`config.mk`:
```
export PLATFORM = sky130hd
export DESIGN_NAME = uart_byte_receiver_flat
export DESIGN_NICKNAME = d
export VERILOG_FILES = /design/src/rtl/uart_byte_receiver_if.sv /design/src/rtl/uart_byte_receiver.sv /design/src/flat_wrapper.sv
export SDC_FILE = /design/constraint.sdc
export NUM_CORES = 1
export LEC_CHECK = 0
export ABC_AREA = 0
export ABC_CLOCK_PERIOD_IN_PS = 1460
export CAP_MARGIN = 20
export CORE_MARGIN = 3
export CORE_UTILIZATION = 49
export DETAILED_ROUTE_END_ITERATION = 10
export GPL_TIMING_DRIVEN = 0
export PLACE_DENSITY = 0.7
export SLEW_MARGIN = 10
export SYNTH_ARGS = -nofsm -noshare
export SYNTH_HDL_FRONTEND = slang
export SYNTH_SLANG_ARGS = --single-unit
```
`constraint.sdc`:
```
create_clock -name clk -period 1.46 [get_ports clk]
set_input_delay 0.292 -clock clk [delete_from_list [all_inputs] [get_ports clk]]
set_output_delay 0.292 -clock clk [all_outputs]
set_load 0.01 [all_outputs]
```
`src/rtl/uart_byte_receiver_if.sv`:
```
// Receive-side signal bundle between the UART pin and the byte consumer.
interface uart_byte_receiver_if;
    logic       uart_rx;
    logic [7:0] rx_data;
    logic       rx_valid;
    logic       rx_framing_err;
    logic       rx_busy;

    // Receiver side: samples the line, produces bytes and status.
    modport master (
        input  uart_rx,
        output rx_data,
        output rx_valid,
        output rx_framing_err,
        output rx_busy
    );

    // Consumer side: drives the line, observes bytes and status.
    modport slave (
        output uart_rx,
        input  rx_data,
        input  rx_valid,
        input  rx_framing_err,
        input  rx_busy
    );
endinterface

```
`src/rtl/uart_byte_receiver.sv`:
```
// 8N1 UART receiver: mid-bit sampling, LSB first, one-cycle valid / framing-error pulses.
module uart_byte_receiver #(
    parameter logic [23:0] BAUD_RATE  = 24'd4000000,
    parameter logic [27:0] CLOCK_FREQ = 28'd50000000
) (
    input logic                  clk,
    input logic                  reset,
    uart_byte_receiver_if.master bus
);
    localparam int unsigned CLKS_PER_BIT = 32'(CLOCK_FREQ) / 32'(BAUD_RATE);
    localparam int unsigned HALF_BIT     = CLKS_PER_BIT / 2;
    localparam int unsigned CNT_W        = $clog2(CLKS_PER_BIT);

    localparam logic [CNT_W-1:0] CNT_BIT_END  = CNT_W'(CLKS_PER_BIT - 1);
    localparam logic [CNT_W-1:0] CNT_HALF_END = CNT_W'(HALF_BIT - 1);

    // Fewer than 4 clocks per bit leaves no room to find the bit centre.
    if (CLKS_PER_BIT < 4) begin : g_bad_rate
        $error("uart_byte_receiver: CLOCK_FREQ/BAUD_RATE must be at least 4");
    end

    typedef enum logic [2:0] {
        ST_IDLE  = 3'd0,
        ST_START = 3'd1,
        ST_DATA  = 3'd2,
        ST_STOP  = 3'd3,
        ST_BREAK = 3'd4
    } state_e;

    state_e           state_q, state_d;
    logic             sync1_q, sync1_d;
    logic             sync2_q, sync2_d;
    logic [CNT_W-1:0] clk_cnt_q, clk_cnt_d;
    logic [2:0]       bit_idx_q, bit_idx_d;
    logic [7:0]       shift_q, shift_d;
    logic [7:0]       rx_data_q, rx_data_d;
    logic             rx_valid_q, rx_valid_d;
    logic             rx_err_q, rx_err_d;
    logic             rx_busy_q, rx_busy_d;
    logic             rx_s;

    assign rx_s = sync2_q;

    // Next-state and output computation; every decision uses the synchronized line.
    always_comb begin
        state_d    = state_q;
        sync1_d    = bus.uart_rx;
        sync2_d    = sync1_q;
        clk_cnt_d  = clk_cnt_q;
        bit_idx_d  = bit_idx_q;
        shift_d    = shift_q;
        rx_data_d  = rx_data_q;
        rx_valid_d = 1'b0;
        rx_err_d   = 1'b0;
        // Busy trails the state by one cycle so it drops the cycle after a pulse.
        rx_busy_d  = (state_q != ST_IDLE);

        case (state_q)
            ST_IDLE: begin
                if (!rx_s) begin
                    state_d   = ST_START;
                    clk_cnt_d = '0;
                end
            end
            ST_START: begin
                if (clk_cnt_q == CNT_HALF_END) begin
                    clk_cnt_d = '0;
                    bit_idx_d = 3'd0;
                    // A line that is high again at mid start bit was a glitch.
                    state_d   = rx_s ? ST_IDLE : ST_DATA;
                end else begin
                    clk_cnt_d = clk_cnt_q + 1'b1;
                end
            end
            ST_DATA: begin
                if (clk_cnt_q == CNT_BIT_END) begin
                    clk_cnt_d = '0;
                    shift_d   = {rx_s, shift_q[7:1]};
                    if (bit_idx_q == 3'd7) begin
                        state_d = ST_STOP;
                    end else begin
                        bit_idx_d = bit_idx_q + 3'd1;
                    end
                end else begin
                    clk_cnt_d = clk_cnt_q + 1'b1;
                end
            end
            ST_STOP: begin
                if (clk_cnt_q == CNT_BIT_END) begin
                    clk_cnt_d = '0;
                    if (rx_s) begin
                        rx_data_d  = shift_q;
                        rx_valid_d = 1'b1;
                        state_d    = ST_IDLE;
                    end else begin
                        rx_err_d = 1'b1;
                        state_d  = ST_BREAK;
                    end
                end else begin
                    clk_cnt_d = clk_cnt_q + 1'b1;
                end
            end
            ST_BREAK: begin
                // Hold here through a long low line so only one error pulse results.
                if (rx_s) begin
                    state_d   = ST_IDLE;
                    clk_cnt_d = '0;
                end
            end
            default: begin
                state_d   = ST_IDLE;
                clk_cnt_d = '0;
            end
        endcase
    end

    // State and output registers with synchronous reset.
    always_ff @(posedge clk) begin
        if (reset) begin
            state_q    <= ST_IDLE;
            sync1_q    <= 1'b1;
            sync2_q    <= 1'b1;
            clk_cnt_q  <= '0;
            bit_idx_q  <= 3'd0;
            shift_q    <= 8'h00;
            rx_data_q  <= 8'h00;
            rx_valid_q <= 1'b0;
            rx_err_q   <= 1'b0;
            rx_busy_q  <= 1'b0;
        end else begin
            state_q    <= state_d;
            sync1_q    <= sync1_d;
            sync2_q    <= sync2_d;
            clk_cnt_q  <= clk_cnt_d;
            bit_idx_q  <= bit_idx_d;
            shift_q    <= shift_d;
            rx_data_q  <= rx_data_d;
            rx_valid_q <= rx_valid_d;
            rx_err_q   <= rx_err_d;
            rx_busy_q  <= rx_busy_d;
        end
    end

    assign bus.rx_data        = rx_data_q;
    assign bus.rx_valid       = rx_valid_q;
    assign bus.rx_framing_err = rx_err_q;
    assign bus.rx_busy        = rx_busy_q;
endmodule

```
`src/flat_wrapper.sv`:
```
// flat-port wrapper written by rule: the top's interface ports become plain ports
module uart_byte_receiver_flat 
#(
    parameter logic [23:0] BAUD_RATE  = 24'd4000000,
    parameter logic [27:0] CLOCK_FREQ = 28'd50000000
)
  (clk, reset, bus_uart_rx, bus_rx_data, bus_rx_valid, bus_rx_framing_err, bus_rx_busy);
  uart_byte_receiver_if bus_i ();
  input logic clk;
  input logic reset;
  input wire logic [$bits(bus_i.uart_rx)-1:0] bus_uart_rx;
  output wire logic [$bits(bus_i.rx_data)-1:0] bus_rx_data;
  output wire logic [$bits(bus_i.rx_valid)-1:0] bus_rx_valid;
  output wire logic [$bits(bus_i.rx_framing_err)-1:0] bus_rx_framing_err;
  output wire logic [$bits(bus_i.rx_busy)-1:0] bus_rx_busy;
  assign bus_i.uart_rx = bus_uart_rx;
  assign bus_rx_data = bus_i.rx_data;
  assign bus_rx_valid = bus_i.rx_valid;
  assign bus_rx_framing_err = bus_i.rx_framing_err;
  assign bus_rx_busy = bus_i.rx_busy;
  uart_byte_receiver #(.BAUD_RATE(BAUD_RATE), .CLOCK_FREQ(CLOCK_FREQ)) u_core (.clk(clk), .reset(reset), .bus(bus_i));
endmodule
```
### Word level (Yosys, flattened, before mapping)

Index checks and enable logic that the tools add are counted.

| word-level totals | value |
|---|---|
| bits in latches | 0 |
| register bits after elaboration | 31 |
| input port bits | 3 |
| bits in writable memories | 0 |
| output and inout bits | 11 |
| memories kept | 0 |
| bits in read-only memories | 0 |

| cells by class | value |
|---|---|
| $add $sub $neg | 2 |
| bitwise operators | 2 |
| shift-type cells | 0 |
| multipliers | 0 |
| equality and inequality tests | 14 |
| divide/modulo/power cells | 0 |
| muxes and demuxes | 20 |
| reduce and logical (&&, ||, !) cells | 10 |
| magnitude comparators | 0 |

Operators with widths:

| cell | count |
|---|---|
| two-way mux 3 bit | 10 |
| two-way mux 4 bit | 4 |
| one-hot mux 4 bit (4 select lines) | 1 |
| one-hot mux 3 bit (5 select lines) | 1 |
| != test 2 x 1 -> 1 bit (second input constant) | 5 |
| == test 3 x 2 -> 1 bit (second input constant) | 2 |
| == test 3 bit (second input constant) | 2 |
| one-hot mux 3 bit (2 select lines) | 1 |
| AND reduction 6 bit | 1 |
| adder 4 x 1 -> 4 bit (second input constant) | 1 |
| == test 4 x 3 -> 1 bit (second input constant) | 1 |
| == test 4 bit (second input constant) | 1 |
| != test 2 bit (second input constant) | 2 |
| AND reduction 2 bit | 2 |
| AND reduction 4 bit | 1 |
| adder 3 x 1 -> 3 bit (second input constant) | 1 |
| == test 3 x 1 -> 1 bit (second input constant) | 1 |
| zero test 3 bit | 1 |
| AND reduction 3 bit | 1 |
| nonzero test 3 bit | 1 |
| OR reduction 3 bit | 1 |
| two-way mux 1 bit | 2 |
| two-way mux 2 bit | 1 |
| inverter 1 bit | 2 |
| other kinds (2) | 2 |

### Logic depth before layout (Yosys ltp)

Gate-level depths: netlist of the first run.

| depth | value |
|---|---|
| depth in word-level cells | 4 |
| depth in mapped cells | 6 |
| gate-level depth less buffers | 6 |

### Worst setup path before layout of the first run

Ideal clock, no wire load.

| path | value |
|---|---|
| path kind | register to register |
| from | reg u_core.clk_cnt_q[0] |
| to | reg u_core.rx_data_q[0] (netlist: u_core.bus.rx_data[0]) |
| required time | 1.332 ns |
| slack | -0.058 ns |
| stages on the path, launching flop included | 7 |
| arrival time | 1.391 ns |
| setup time | 0.128 ns |
| buffers on the path | 1 |
| cells stage by stage | dfxtp_1 ha_1 and4b_4 and4b_1 buf_6 mux2i_1 nor2_1 |

| between the ends | value |
|---|---|
| longest elaborated chain between the ends | 2 |

RTL lines:

| what | line | source |
|---|---|---|
| start: declaration | uart_byte_receiver.sv:33 | `logic [CNT_W-1:0] clk_cnt_q, clk_cnt_d;` |
| start signal: assignment | uart_byte_receiver.sv:134 | `clk_cnt_q <= clk_cnt_d;` |
| == test 4 bit | uart_byte_receiver.sv:89 | `if (clk_cnt_q == CNT_BIT_END) begin` |
| AND reduction 3 bit (no source line) | n/a |  |
| end signal: assignment | uart_byte_receiver.sv:137 | `rx_data_q <= rx_data_d;` |
| end: declaration | uart_byte_receiver.sv:36 | `logic [7:0] rx_data_q, rx_data_d;` |

No other way between the ends.
A chain may end at the register's enable or synchronous reset.

### Final worst setup path of the first run

| path | value |
|---|---|
| from | reg u_core.clk_cnt_q[1] |
| to | reg u_core.rx_data_q[5] (netlist: u_core.bus.rx_data[5]) |

Same word-level chain as after synthesis.

==> results of run 1 <==
==> cells by family (layout without fill, tap and decap cells) <==
group                    Yosys count  in the layout  synth area share (%)
buffers and inverters             11             33                  5.15
flip-flops                        31             31                  46.5
AND/OR/NAND/NOR                   61             61                  23.5
AO/OA/AOI/OAI                     19             19                  11.4
XOR/XNOR                           1              1                 0.656
multiplexers                      12             12                  9.00
adder cells (fa/ha/maj)            4              4                  3.75
==> power by group through the flow <==
stage	registers [uW]	clock network [uW]	logic (uW)
2_1_floorplan	877	0	43.4
3_3_place_gp	876	0	62.1
3_5_place_dp	877	0	63.6
4_1_cts	855	520	66.5
5_1_grt	856	563	77.7
6_report	855	512	70.2
==> cells in the final DEF, fill, tap and decap left out, types with 2 or more instances in the layout <==
| master | n |
|---|---|
| inv_1 | 3 |
| mux2i_1 | 12 |
| nor2_1 | 13 |
| nand2_1 | 15 |
| nand3b_1 | 2 |
| ha_1 | 3 |
| nand3_1 | 10 |
| a21oi_1 | 9 |
| a31oi_1 | 2 |
| buf_4 | 3 |
| buf_2 | 2 |
| clkdlybuf4s50_1 | 2 |
| dfxtp_1 | 29 |
| nand2b_1 | 4 |
| and3b_2 | 2 |
| dfxtp_4 | 2 |
| clkbuf_4 | 5 |
| or2_2 | 2 |
| dlygate4sd2_1 | 11 |
| buf_6 | 3 |
==> critical path, cell delays in order, from the launching register on <==
cell and delay, ps:
dfxtp_4 380, ha_4 140, and4b_4 270, and4b_1 200, buf_6 160, mux2i_1 210, nor2_1 50
==> flip-flops by register name, summed over array words and instances, names as in the netlist <==
register                   flops
u_core.shift_q                 8
u_core.clk_cnt_q               4
u_core.bus.rx_valid            1
u_core.state_q                 3
u_core.bus.rx_busy             1
u_core.rx_s                    1
u_core.bus.rx_framing_err      1
u_core.bus.rx_data             8
u_core.sync1_q                 1
u_core.bit_idx_q               3
==> per-stage QoR <==
stage | area (um^2) | setup slack [ps]
4_1_cts | 1590 | -76.8
6_report | 1630 | -59.7
3_5_place_dp | 1520 | -469
3_3_place_gp | 1520 | -435
2_1_floorplan | 1350 | 23.8
5_1_grt | 1630 | -149
==> layer usage <==
layer / GRT usage, % / routed length (um) / vias up
met5: 0 / 0 / -
met4: 7.62 / 58 / 0
met3: 7.13 / 116 / 7
met2: 28.5 / 1290 / 21
met1: 21.5 / 1220 / 501
li1: - / - / 532
==> repair_timing <==
action | 4_1_cts | 5_1_grt
resized for setup | 18 | 7
pin swaps | 1 | 9
buffers inserted | 1 | 1
endpoints found under the setup margin | 37 | 17
==> area by class of cell <==
type / instances / area share, %
buffer: 8 / 3.68
clock buffer: 6 / 3.14
clock inverter: 1 / 0.306
inverter: 3 / 0.689
multi-input combinational: 97 / 43.4
sequential: 31 / 38.4
tap: 30 / 2.30
timing repair buffer: 15 / 8.04
==> path summary, 6_finish.rpt <==
kind | startpoint | to
worst min-delay path | u_core.sync1_q$_SDFF_PP1_ | u_core.rx_s$_SDFF_PP1_
worst max-delay path | u_core.clk_cnt_q[1]$_SDFFE_PP0P_ | u_core.bus.rx_data[5]$_SDFFE_PP0P_
worst min register to register | u_core.sync1_q$_SDFF_PP1_ | u_core.rx_s$_SDFF_PP1_
worst max register to register | u_core.clk_cnt_q[1]$_SDFFE_PP0P_ | u_core.bus.rx_data[5]$_SDFFE_PP0P_
==> results_dict.tcl, run 1 <==
set metrics [dict create \
    routabilityCongestion 0.842 \
    cts_max_level 2 \
    avgViaCountPerCell 5.55 \
    syn_nets 146 \
    vias 1061 \
    endpoint_kind "flop" \
    pwr-share-clk_pct 35.7 \
    initialDrtViolationCount 25 \
    cts_hold_buffers 0 \
    netSwitchingFraction_pct 23.4 \
    tritoncts "done" \
    rrSetupSlack_ps -60 \
    stdcell_count 191 \
    drc_errors 0 \
    path_class "reg -> reg" \
    dieHeight_um 58.2 \
    p_leak_uw 0.000621 \
    ys_ff_latch 31 \
    cp-start-kind "flop" \
    fin_util_pct 64.8 \
    core_um2 2520 \
    die-area_um2 3390 \
    io_pins 14 \
    violations "negative setup slack" \
    portBuffers 13 \
    max_freq_mhz 658 \
    status "complete, but fails checks" \
    avgSynthCellArea_um2 9.60 \
    grt_max_degree 11 \
    hold_violations 0 \
    grt_pass1_vias 970 \
    yosysWarnings 0 \
    intPower_uw 1100 \
    yosys.area.top_type "dfxtp_1" \
    area_delta_synth_final_pct 22.4 \
    final-seq-area_um2 628 \
    worst_slack_ps -59.7 \
    cp_data_required_time_ps 1680 \
    total_power_uw 1440 \
    comb_power_share_pct 4.9 \
    synth-main-ff-cell "dfxtp_1" \
    p_seq_share_pct 59.5 \
    synthTopCellsByArea "dfxtp_1 46%, mux2i_1 9.0%, nand2_1 4.5%, nand3_1 4.1%, ha_1 3.7%" \
    place_inst 182 \
    powerDensity_nw_per_um2 880 \
    vdd_ir_drop_max_mv 0.827 \
    cts_buffer_depth 2 \
    post_drt_wl_per_cell_um 14.0 \
    grtUsageTotal_pct 18.0 \
    drive_above_1_share_pct 21.1 \
    cts_buffers 5 \
    drv_slew 0 \
    firstDrtPassIters 4 \
    synth_common_cells "31 x dfxtp_1, 16 x nand2_1, 13 x nor2_1" \
    worstSkewPairLatency_ps 340 \
    antenna_left 0 \
    min_path_cells 1 \
    synth-edff-count 0 \
    postSynthCellCount 139 \
    overflow 0 \
    clockRootBuffer "clkbuf_4" \
    fillCellCount 230 \
    synth_cell_types 36 \
    dp_hpwl_um 1810 \
    cap_violations 0 \
    setup_viol 13 \
    final.period_utilization_pct 104 \
    antenna_cells 0 \
    synth-seq-area-share_pct 46.5 \
    totalWireLength_um 2680 \
    multi_input_area_um2 709 \
    cts_sinks 31 \
    rsz0062_at_grt "yes" \
    syn_area_um2 1340 \
    async_reset_ff_share_pct 0 \
    arrival_ps 1740 \
    worstRegToRegCells 6 \
    antenna_found_initial 0 \
    synth_top_area_share_pct 46.5 \
    hold_class "reg -> reg" \
    nets 168 \
    rows 18 \
    tns_ps -471 \
    clkTransAtPathRegs_ps 90 \
    fin_hold_ws_ps 422 \
    switchingPower_uw 337 \
    die_w_um 58.2 \
    yosysMostFrequentCell "dfxtp_1" \
    relSlewSlack_pct 70.2 \
    path_max_fanout 9 \
    worstMarginPinSlew_ps 448 \
    grt_pass1_wl_um 4550 \
    skew_ps 10.0 \
    period_minus_slack_ps 1520 \
    initial_core_util_pct 52.9 \
]
(Power assumes the default switching activity.)
==> inputs of run 2 (changes only) <==
Settings changed: CAP_MARGIN 20 to 15.
==> results of run 2 <==
No change in the layout: final DEF, timing and power equal those of run 1.
